==> config.mk <==
export PLATFORM = sky130hd
export DESIGN_NAME = mux8way_arbiter
export DESIGN_NICKNAME = d
export VERILOG_FILES = /design/src/rtl/mux8way_arbiter.sv
export SDC_FILE = /design/constraint.sdc
export NUM_CORES = 1
export LEC_CHECK = 0
export CAP_MARGIN = 20
export CORE_AREA = 2 2 62 93
export CTS_CLUSTER_DIAMETER = 80
export DETAILED_ROUTE_END_ITERATION = 6
export DIE_AREA = 0 0 64 95
export GPL_TIMING_DRIVEN = 0
export PLACE_DENSITY = 0.68
export RECOVER_POWER = 50
export SLEW_MARGIN = 20
export SYNTH_ARGS = -nofsm -noshare
export SYNTH_HDL_FRONTEND = slang
export SYNTH_SLANG_ARGS = --single-unit
==> constraint.sdc <==
create_clock -name clk -period 7.63 [get_ports clk]
set_clock_uncertainty 0.2 [all_clocks]
set_input_delay 2.289 -clock clk [delete_from_list [all_inputs] [get_ports clk]]
set_output_delay 2.289 -clock clk [all_outputs]
set_load 0.01 [all_outputs]
==> src/rtl/mux8way_arbiter.sv <==
// mux8way_arbiter: round-robin scheduler driving the select and one-hot grant of a shared 8-way mux.
// Optional hold timeout is compiled in with MUX8WAY_ARB_TIMEOUT_EN.
module mux8way_arbiter #(
  parameter int HOLD_MAX = 16
) (
  input  logic       clk,
  input  logic       rst_n,
  input  logic [7:0] req,
  output logic [2:0] select,
  output logic [7:0] grant,
  output logic       valid,
  output logic       timeout
);
  typedef enum logic {IDLE, GRANT} state_t;
  state_t     state_q, state_d;
  logic [2:0] sel_q, sel_d, ptr_q, ptr_d, start, win;
  logic [7:0] grant_q, grant_d, cand;
  logic       found, handoff, load, force_ho;
  assign handoff = state_q == GRANT && (!req[sel_q] || force_ho);
  assign load    = found && (state_q == IDLE || handoff);
  assign start   = handoff ? sel_q + 3'd1 : ptr_q;
  assign cand    = req & ~(handoff ? 8'd1 << sel_q : 8'h00);
  // Scan from the farthest offset down so the last hit is the first set bit after start.
  always_comb begin
    win = start;
    found = 1'b0;
    for (int i = 7; i >= 0; i--)
      if (cand[start + 3'(i)]) begin
        win = start + 3'(i);
        found = 1'b1;
      end
  end
  always_comb begin
    state_d = state_q;
    sel_d = sel_q;
    grant_d = grant_q;
    ptr_d = handoff ? sel_q + 3'd1 : ptr_q;
    if (load) begin
      state_d = GRANT;
      sel_d = win;
      grant_d = 8'd1 << win;
    end else if (handoff) begin
      state_d = IDLE;
      grant_d = 8'h00;
    end
  end
  always_ff @(posedge clk)
    if (!rst_n) begin
      state_q <= IDLE;
      sel_q <= 3'd0;
      grant_q <= 8'h00;
      ptr_q <= 3'd0;
    end else begin
      state_q <= state_d;
      sel_q <= sel_d;
      grant_q <= grant_d;
      ptr_q <= ptr_d;
    end
`ifdef MUX8WAY_ARB_TIMEOUT_EN
  localparam int CW = $clog2(HOLD_MAX);
  localparam logic [CW-1:0] CMAX = CW'(HOLD_MAX - 1);
  logic [CW-1:0] cnt_q, cnt_d;
  logic          to_q;
  assign force_ho = state_q == GRANT && cnt_q == CMAX && req[sel_q] && |(req & ~(8'd1 << sel_q));
  assign cnt_d = load ? '0 : (state_q == GRANT && cnt_q != CMAX) ? cnt_q + 1'b1 : cnt_q;
  always_ff @(posedge clk)
    if (!rst_n) begin
      cnt_q <= '0;
      to_q <= 1'b0;
    end else begin
      cnt_q <= cnt_d;
      to_q <= force_ho;
    end
  assign timeout = to_q;
`else
  assign force_ho = 1'b0;
  assign timeout = 1'b0;
`endif
  assign select = sel_q;
  assign grant = grant_q;
  assign valid = |grant_q;
endmodule

## Word level (Yosys, flattened, before mapping)

Index checks and enable logic that the tools add are counted.

| storage, ports and cells | value |
|---|---|
| bits in registers | 15 |
| input port bits | 10 |
| output and inout bits | 13 |
| word-level logic and storage cells | 72 |

| cells by class | value |
|---|---|
| add/subtract/negate cells | 8 |
| $lt $le $gt $ge | 9 |
| shift-type cells | 2 |
| muxes and demuxes | 40 |
| bitwise logic cells | 3 |
| reduce and logical (&&, ||, !) cells | 6 |

Operators with widths:

| operator | count |
|---|---|
| 3-bit by 4-bit < comparator with 1-bit output (second input constant) | 9 |
| 1-bit binary-select mux with 3-bit select | 9 |
| 3-bit two-way mux | 9 |
| 8-bit two-way mux | 3 |
| 1-bit two-way mux | 19 |
| 1-bit by 3-bit left shift with 8-bit output (first input constant) | 2 |
| 3-bit adder (second input constant) | 4 |
| 8-bit bitwise AND | 1 |
| 8-bit NOT | 1 |
| 8-bit OR reduction | 1 |
| 3-bit by 1-bit adder with 3-bit output (second input constant) | 2 |
| 3-bit by 2-bit adder with 3-bit output (second input constant) | 2 |
| 1-bit logical AND | 2 |
| 2-bit nonzero test | 1 |
| 1-bit zero test | 1 |
| 1-bit logical OR | 1 |
| 1-bit NOT | 1 |

## Depth between registers and ports, before layout

| logic depth | value |
|---|---|
| depth after elaboration | 19 |
| mapped depth | 19 |
| depth with buffers taken out | 14 |

## Worst setup path after synthesis

No wires, ideal clock.

| timing path | value |
|---|---|
| kind | input -> register |
| start | input req[3] |
| end | register grant_q[4], in the netlist grant[4] |
| setup time | 0.087 ns |
| arrival | 6.164 ns |
| required time | 7.343 ns |
| setup slack | 1.179 ns |
| stages on the path | 15 |
| buffers on the path | 2 |
| path through | mux2_1 mux4_2 buf_6 nor2_1 a21oi_1 clkinv_1 ha_1 xnor2_1 mux4_2 or3_1 o31ai_2 and3_1 buf_4 nand2_1 o31ai_1 |

| between the ends | value |
|---|---|
| word-level cells in the longest chain between the ends | 19 |
| elaborated cells between the ends (all ways) | 52 |
| classes of those cells | add/sub: 7; shift: 1; mux: 37; bitwise: 2; reduce/logical: 5 |

Ends and longest elaborated chain:

| item | RTL line | source |
|---|---|---|
| from (decl) | 8 | `input logic [7:0] req,` |
| parallel branches: the longest is 19 deep, another holds 3-bit adder | n/a |  |
| to (signal assigned) | 56 | `grant_q <= grant_d;` |
| to (decl) | 17 | `logic [7:0] grant_q, grant_d, cand;` |

Several ways; the timed one is not identified. The select of a mux whose other input is x is not followed.
A chain may end at the register's enable or synchronous reset.

## Worst setup path in the final report

| timing path | value |
|---|---|
| start | input req[1] |
| end | register grant_q[2], in the netlist grant[2] |

Same word-level chain as after synthesis.

==> metrics.txt <==
# TYPE chip_impl_metric gauge
chip_impl_info{name="synthDominantAreaCellType",value="dfxtp_1"} 1
chip_impl_metric{name="post_layout_min_period",unit="ns"} 7.340
chip_impl_metric{name="yosysSeqAreaShare",unit="%"} 13.75
chip_impl_metric{name="final_layout_size_suffix_gt1_share",unit="%"} 11.46
chip_impl_info{name="status",value="completed"} 1
chip_impl_metric{name="num_rows",unit=""} 33
chip_impl_metric{name="drtPass1Iterations",unit=""} 5
chip_impl_metric{name="critPathMaxFanout",unit=""} 10
chip_impl_metric{name="clock_latency",unit="ns"} 0.24
chip_impl_metric{name="area_growth",unit="%"} 16.84
chip_impl_metric{name="gr-total-overflow",unit=""} 0
chip_impl_info{name="timing.critical_path.cells",value="clkdlybuf4s50_1 > mux2_2 > mux4_2 > buf_6 > nor2_2 > a21oi_1 > clkinv_1 > ha_1 > xnor2_2 > mux4_2 > or3_1 > o31ai_2 > and3_1 > buf_4 > nand2_1 > o31ai_1"} 1
chip_impl_info{name="clock_tree_from_tritoncts",value="yes"} 1
chip_impl_metric{name="worst_path_largest_cell_delay",unit="ns"} 0.62
chip_impl_metric{name="number_of_top_level_design_ports",unit=""} 23
chip_impl_metric{name="floorplan.initialDensity",unit="%"} 41.01
chip_impl_metric{name="max_cap_violations",unit=""} 0
chip_impl_metric{name="number_of_cells_produced_by_synthesis",unit=""} 289
chip_impl_metric{name="wp_data_required",unit="ns"} 7.58
chip_impl_metric{name="power.static_leakage",unit="nW"} 0.9296
chip_impl_info{name="timing.rr.start",value="select[1]"} 1
chip_impl_metric{name="port_bufs",unit=""} 21
chip_impl_metric{name="synthesis.yosys.warnings",unit=""} 0
chip_impl_metric{name="synthesis_stage_register_bit_count",unit=""} 15
chip_impl_info{name="timing.setup.critical_path_class",value="in -> reg"} 1
chip_impl_metric{name="gp_congestion",unit=""} 0.9223
chip_impl_metric{name="vdd_drop_max",unit="V"} 0.0001406
chip_impl_metric{name="drc",unit=""} 0
chip_impl_metric{name="final_hold_viol_count",unit=""} 0
chip_impl_metric{name="final_nets",unit=""} 333
chip_impl_metric{name="grtUsageMet2",unit="%"} 43.23
chip_impl_metric{name="postCtsSetupRepairBufs",unit=""} 0
chip_impl_metric{name="synth.net_count",unit=""} 307
chip_impl_info{name="most_used_standard_cells_in_the_synthesized_netlist",value="38 x nand2_1, 18 x o21ai_0, 17 x a21oi_1"} 1
chip_impl_metric{name="post_route_utilization",unit="%"} 47.92
chip_impl_info{name="post_synth_main_area_contributors",value="dfxtp_1 14%, nand2_1 6.5%, mux4_2 6.2%, ha_1 4.6%, mux2i_1 4.6%"} 1
chip_impl_metric{name="detail_route.wirelength",unit="mm"} 6.733
chip_impl_metric{name="achievable-frequency",unit="MHz"} 136.2
chip_impl_metric{name="antenna_found_initial",unit=""} 0
chip_impl_metric{name="post_drt_via_cell_ratio",unit=""} 6.406
chip_impl_info{name="worst_setup_path_end_kind",value="register"} 1
chip_impl_info{name="root_buffer",value="clkbuf_8"} 1
chip_impl_metric{name="via_count",unit=""} 2460
chip_impl_info{name="grt_most_used_layer",value="met2"} 1
chip_impl_metric{name="hold-worst-slack",unit="ns"} 0.2730
chip_impl_metric{name="die_height",unit="um"} 95
chip_impl_metric{name="instances_no_fill",unit=""} 384
chip_impl_metric{name="placement.setup.worst_slack",unit="ns"} -0.09979
chip_impl_metric{name="grt_start_max_net_pins",unit=""} 11
chip_impl_metric{name="chipWidth",unit="um"} 64
chip_impl_info{name="hp-class",value="reg -> reg"} 1
chip_impl_metric{name="cts.reportedPaths.clkPinSlew",unit="ns"} 0.06
chip_impl_metric{name="clockBufferDepth",unit=""} 2
chip_impl_metric{name="pwr_density_cell",unit="nW/um^2"} 440.4
chip_impl_metric{name="timing_max_transition_violations_final",unit=""} 0
chip_impl_metric{name="gr-usage-met3",unit="%"} 1.430
chip_impl_metric{name="yosys.cell_types.count",unit=""} 63
chip_impl_metric{name="grt_util_met1",unit="%"} 24.54
chip_impl_metric{name="postLayoutSetupSlackWorst",unit="ns"} 0.2895
chip_impl_info{name="most_instantiated_flip_flop_cell_in_the_synthesis_netlist",value="dfxtp_1"} 1
chip_impl_metric{name="layout_worst_path_cycle_share",unit="%"} 96.21
chip_impl_metric{name="dp.final_hpwl",unit="mm"} 5.333
chip_impl_metric{name="setup-violations-final",unit=""} 0
chip_impl_metric{name="async_flop_share",unit="%"} 0
chip_impl_metric{name="slew_headroom",unit="%"} 48.84
chip_impl_metric{name="number_of_flops_mapped_to_enable_cells_by_yosys",unit=""} 0
chip_impl_metric{name="drtIter0Drc",unit=""} 201
chip_impl_info{name="critical-path-top-cell-by-count",value="mux4_2"} 1
chip_impl_metric{name="fp.coreArea",unit="um^2"} 5326
chip_impl_info{name="worst_path_max_delay_cell",value="clkdlybuf4s50_1"} 1
chip_impl_metric{name="critical_path.n_buffers_inverters",unit=""} 4
chip_impl_metric{name="post-synth-top-area-fraction",unit="%"} 13.75
chip_impl_metric{name="number_of_global_route_vias_before_repair",unit=""} 2290
chip_impl_metric{name="dp.cells",unit=""} 380
chip_impl_metric{name="groute.usage.overall",unit="%"} 22.52
chip_impl_metric{name="post_drt_wl_per_cell",unit="um"} 17.53
chip_impl_metric{name="syn_avg_cell_area",unit="um^2"} 7.559
chip_impl_info{name="critPathLaunch",value="req[1]"} 1
chip_impl_metric{name="fin_total_pwr",unit="mW"} 1.124
chip_impl_metric{name="grt_first_pass_wirelength",unit="mm"} 10.95
chip_impl_info{name="critical_path.top_delay_family",value="buffers and inverters"} 1
chip_impl_metric{name="crit_arrival",unit="ns"} 7.29
chip_impl_metric{name="synth_area",unit="um^2"} 2185
chip_impl_info{name="synthMostInstantiatedCell",value="nand2_1"} 1
chip_impl_metric{name="die_area",unit="um^2"} 6080
chip_impl_metric{name="diodes",unit=""} 0
chip_impl_info{name="setup_repair_after_global_routing_missed_its_margin",value="no"} 1
chip_impl_info{name="min_from",value="grant[4]"} 1
chip_impl_metric{name="max_slew.worst_pin.slew",unit="ns"} 0.7593
chip_impl_info{name="setup.worst_path.start_class",value="primary input"} 1
chip_impl_metric{name="antenna_violating_nets_post_route",unit=""} 0
chip_impl_metric{name="ctsHtreeMaxLevel",unit=""} 1
chip_impl_metric{name="clock-sinks",unit=""} 15
chip_impl_metric{name="cts_buffers",unit=""} 3
==> cell type report <==
| type | instances | area [um^2] |
|---|---|---|
| timing repair buffer | 21 | 210.2 |
| tap | 70 | 87.58 |
| fill | 525 | 2774 |
| sequential | 15 | 300.3 |
| inverter | 13 | 48.80 |
| buffer | 19 | 103.9 |
| multi-input combinational | 242 | 1757 |
| clock buffer | 4 | 45.04 |
==> routing by layer <==
layer / wire length [um] / share of wire, %
met1: 2596 / 39
met5: 0 / 0
met3: 272 / 4.0
met2: 3587 / 53
met4: 277 / 4.1
==> placed cells by master, fill, tap and decap left out, types with 6 or more instances in the layout <==
cell              n
nand2_1          38
o21ai_0          18
a21oi_1          17
dfxtp_1          15
dlygate4sd3_1    12
clkbuf_1         11
nor2_1           11
mux2i_1          10
inv_1            10
o31ai_1           9
clkdlybuf4s50_1   9
nor3_1            8
a31oi_1           8
ha_1              8
o221ai_1          7
mux4_2            6
nand3_1           6
==> cell families after synthesis <==
kind of cell	count (synthesis)	synth area share [%]
AO/OA/AOI/OAI	109	35.40
XOR/XNOR	5	2.004
adder cells (fa/ha/maj)	8	4.582
buffers and inverters	32	6.988
flip-flops	15	13.75
multiplexers	23	14.72
other	1	0.1717
AND/OR/NAND/NOR	96	22.39
==> path summary, 6_finish.rpt <==
path	end	slack [ns]	cells past startpoint
worst max-delay path	grant[2]	0.29	16
worst min-delay path	grant[4]	0.27	2
worst max register to register	grant[2]	2.31	15
worst min register to register	grant[4]	0.27	2
==> registers in the layout (all words and copies together) (netlist names) <==
signal   count
state_q      1
select       3
grant        8
ptr_q        3
==> timing repair <==
| action | in CTS | in global routing |
|---|---|---|
| hold buffers | 0 | 0 |
| setup endpoints to repair | 0 | 9 |
| gates resized for setup | 0 | 4 |
==> metrics by stage <==
step / cell area [um^2] / TNS (ns)
floorplan: 2185 / 0
global placement: 2482 / -0.3671
detailed placement: 2482 / -0.4959
CTS: 2527 / 0
global route: 2552 / 0
finish: 2552 / 0
==> where the power goes <==
part,internal [mW],switching [mW]
logic,0.374,0.570
registers,0.0990,0.0187
clock network,0.0369,0.0256
==> worst register-to-register path, stage by stage, from the launching register on <==
cell	delay, ns
dfxtp_1	0.48
clkbuf_1	0.34
inv_1	0.11
ha_1	0.28
buf_1	0.24
a21oi_1	0.46
clkinv_1	0.36
ha_1	0.41
xnor2_2	0.36
mux4_2	0.63
or3_1	0.43
o31ai_2	0.44
and3_1	0.22
buf_4	0.15
nand2_1	0.07
o31ai_1	0.06
(Power assumes the default switching activity.)
==> edit (same settings) <==
The option `MUX8WAY_ARB_TIMEOUT_EN` is turned on by a define.
--- a/src/rtl/mux8way_arbiter.sv
+++ b/src/rtl/mux8way_arbiter.sv
@@ -1,5 +1,7 @@
 // mux8way_arbiter: round-robin scheduler driving the select and one-hot grant of a shared 8-way mux.
 // Optional hold timeout is compiled in with MUX8WAY_ARB_TIMEOUT_EN.
+`define MUX8WAY_ARB_TIMEOUT_EN
+
 module mux8way_arbiter #(
   parameter int HOLD_MAX = 16
 ) (
Function: same outputs for any inputs over 10 cycles, from zero or initial values and one cycle with rst_n low; that may be too few to reach the edited logic, so the function may still have changed.
==> edit against the unedited design <==
- count of clock-buffer cells in the layout stayed put
- total power is 15% higher
- combinational power is 12% higher
- final cell count is 6.3% higher
- sequential cell count is 5 higher
- cell area is 12% higher
- worst setup slack worse by 0.091 ns
- synthesized cell count is 7.6% higher
- wire length is 18% higher
- area after synthesis is 13% higher
- largest power group unchanged
==> edit: results (changes against the unedited design) <==
stage	metric	value	unit	change
critical_path	rr_worst_depth	20		+5
logic_synthesis	synthAdderAreaFrac	0.0456		-0.000180
logic_synthesis	ys_top_cells_by_area	dfxtp_1 16%, mux2i_1 6.5%, ha_1 4.6%		
global_routing	grt_usage	0.273		+0.0481
cts	clkTransAtPathRegs	0.08	ns	+0.02 ns
global_routing	grt_pass1_wl	13.0	mm	+19%
logic_synthesis	synthXorXnorAreaFrac	0.0172		-0.00280
critical_path	cp_slowest_stage_delay	0.57	ns	-0.05 ns
route	wl_met3	446	um	+64%
logic_synthesis	synth.distinct_cells	76		+21%
global_routing	use_met2	0.489		+0.0564
global_routing	grt_start_max_net_pins	12		+1
cells_and_area	final_nets	358		+7.5%
route	wl_met2	3.92	mm	+9.3%
route	wl_per_cell	19.5	um	+11%
route	drt_iter0_markers	235		+17%
pwr	leakagePower	1.13	nW	+22%
route	vias	2695		+9.6%
logic_synthesis	synth.area.mux_share	0.147		about the same
critical_path	arrival	7.40	ns	+0.11 ns
pwr	ir_drop	0.215	mV	+53%
placement	io_buffers	22		+4.8%
status	outcome	finished clean		
logic_synthesis	synth_compound_area_frac	0.333		-0.0213
global_routing	met3_usage	0.0215		+0.00715
logic_synthesis	synth_nets	330		+7.5%
pwr	netSwitchingPower	682	uW	+11%
cells_and_area	nFillCells	522		-0.57%
cells_and_area	layout-drive-gt1-share	0.142		+0.0274
cts	clkLatencyLatePin	0.26	ns	+0.02 ns
-- edit: changes by cell type in the layout (fill, tap and decap cells not counted), sizes merged, moves of 7 or more --
cell    before  now
nor2        12   25
o211ai       4   12
nand4        3   10
nand3        6   13
-- edit: cell type report --
| type | instances | area, um2 | share of cell area |
|---|---|---|---|
| Timing Repair Buffer | 23 | 233 | 0.0813 |
| Tap cell | 70 | 87.6 | 0.0306 |
| Sequential cell | 20 | 400 | 0.140 |
| Inverter | 14 | 52.6 | 0.0184 |
| Multi-Input combinational cell | 264 | 1960 | 0.686 |
| Buffer | 13 | 70.1 | 0.0245 |
| Clock buffer | 4 | 55.1 | 0.0192 |
-- edit: path summary, 6_finish.rpt --
path	start	slack [ns]	to
worst max-delay path	req[7]	0.20	grant[5]
worst min-delay path	grant[4]	0.28	grant[4]
worst max register to register	select[0]	1.86	grant[5]
worst min register to register	grant[4]	0.28	grant[4]
-- edit: logic make-up after synthesis --
kind of cell / count (synthesis)
xor gates and xnor gates: 4
muxes: 29
DFF: 20
and+or+nand+nor: 119
AOI/OAI and AO/OA: 103
adders and majority gates: 9
buffers and inverters: 27
-- edit: metrics by stage --
| step | util | hold WS (ns) | total power, mW | cells | setup slack, ns |
|---|---|---|---|---|---|
| final | 0.537 | 0.279 | 1.30 | 408 | 0.199 |
| after CTS | 0.535 | 0.280 | 1.28 | 407 | 0.0516 |
| after global placement | 0.521 | 0.269 | 1.16 | 403 | -0.447 |
| after global routing | 0.537 | 0.296 | 1.40 | 408 | 0.0332 |
| after detailed placement | 0.521 | 0.269 | 1.17 | 403 | -0.490 |
| after floorplan | - | 0.254 | 0.904 | 311 | 0.799 |
-- edit: repair_timing --
action	4_1_cts	5_1_grt
buffers inserted	0	1
hold buffers	0	0
resized for setup	3	7
pin swaps	0	2
setup endpoints to repair	9	13
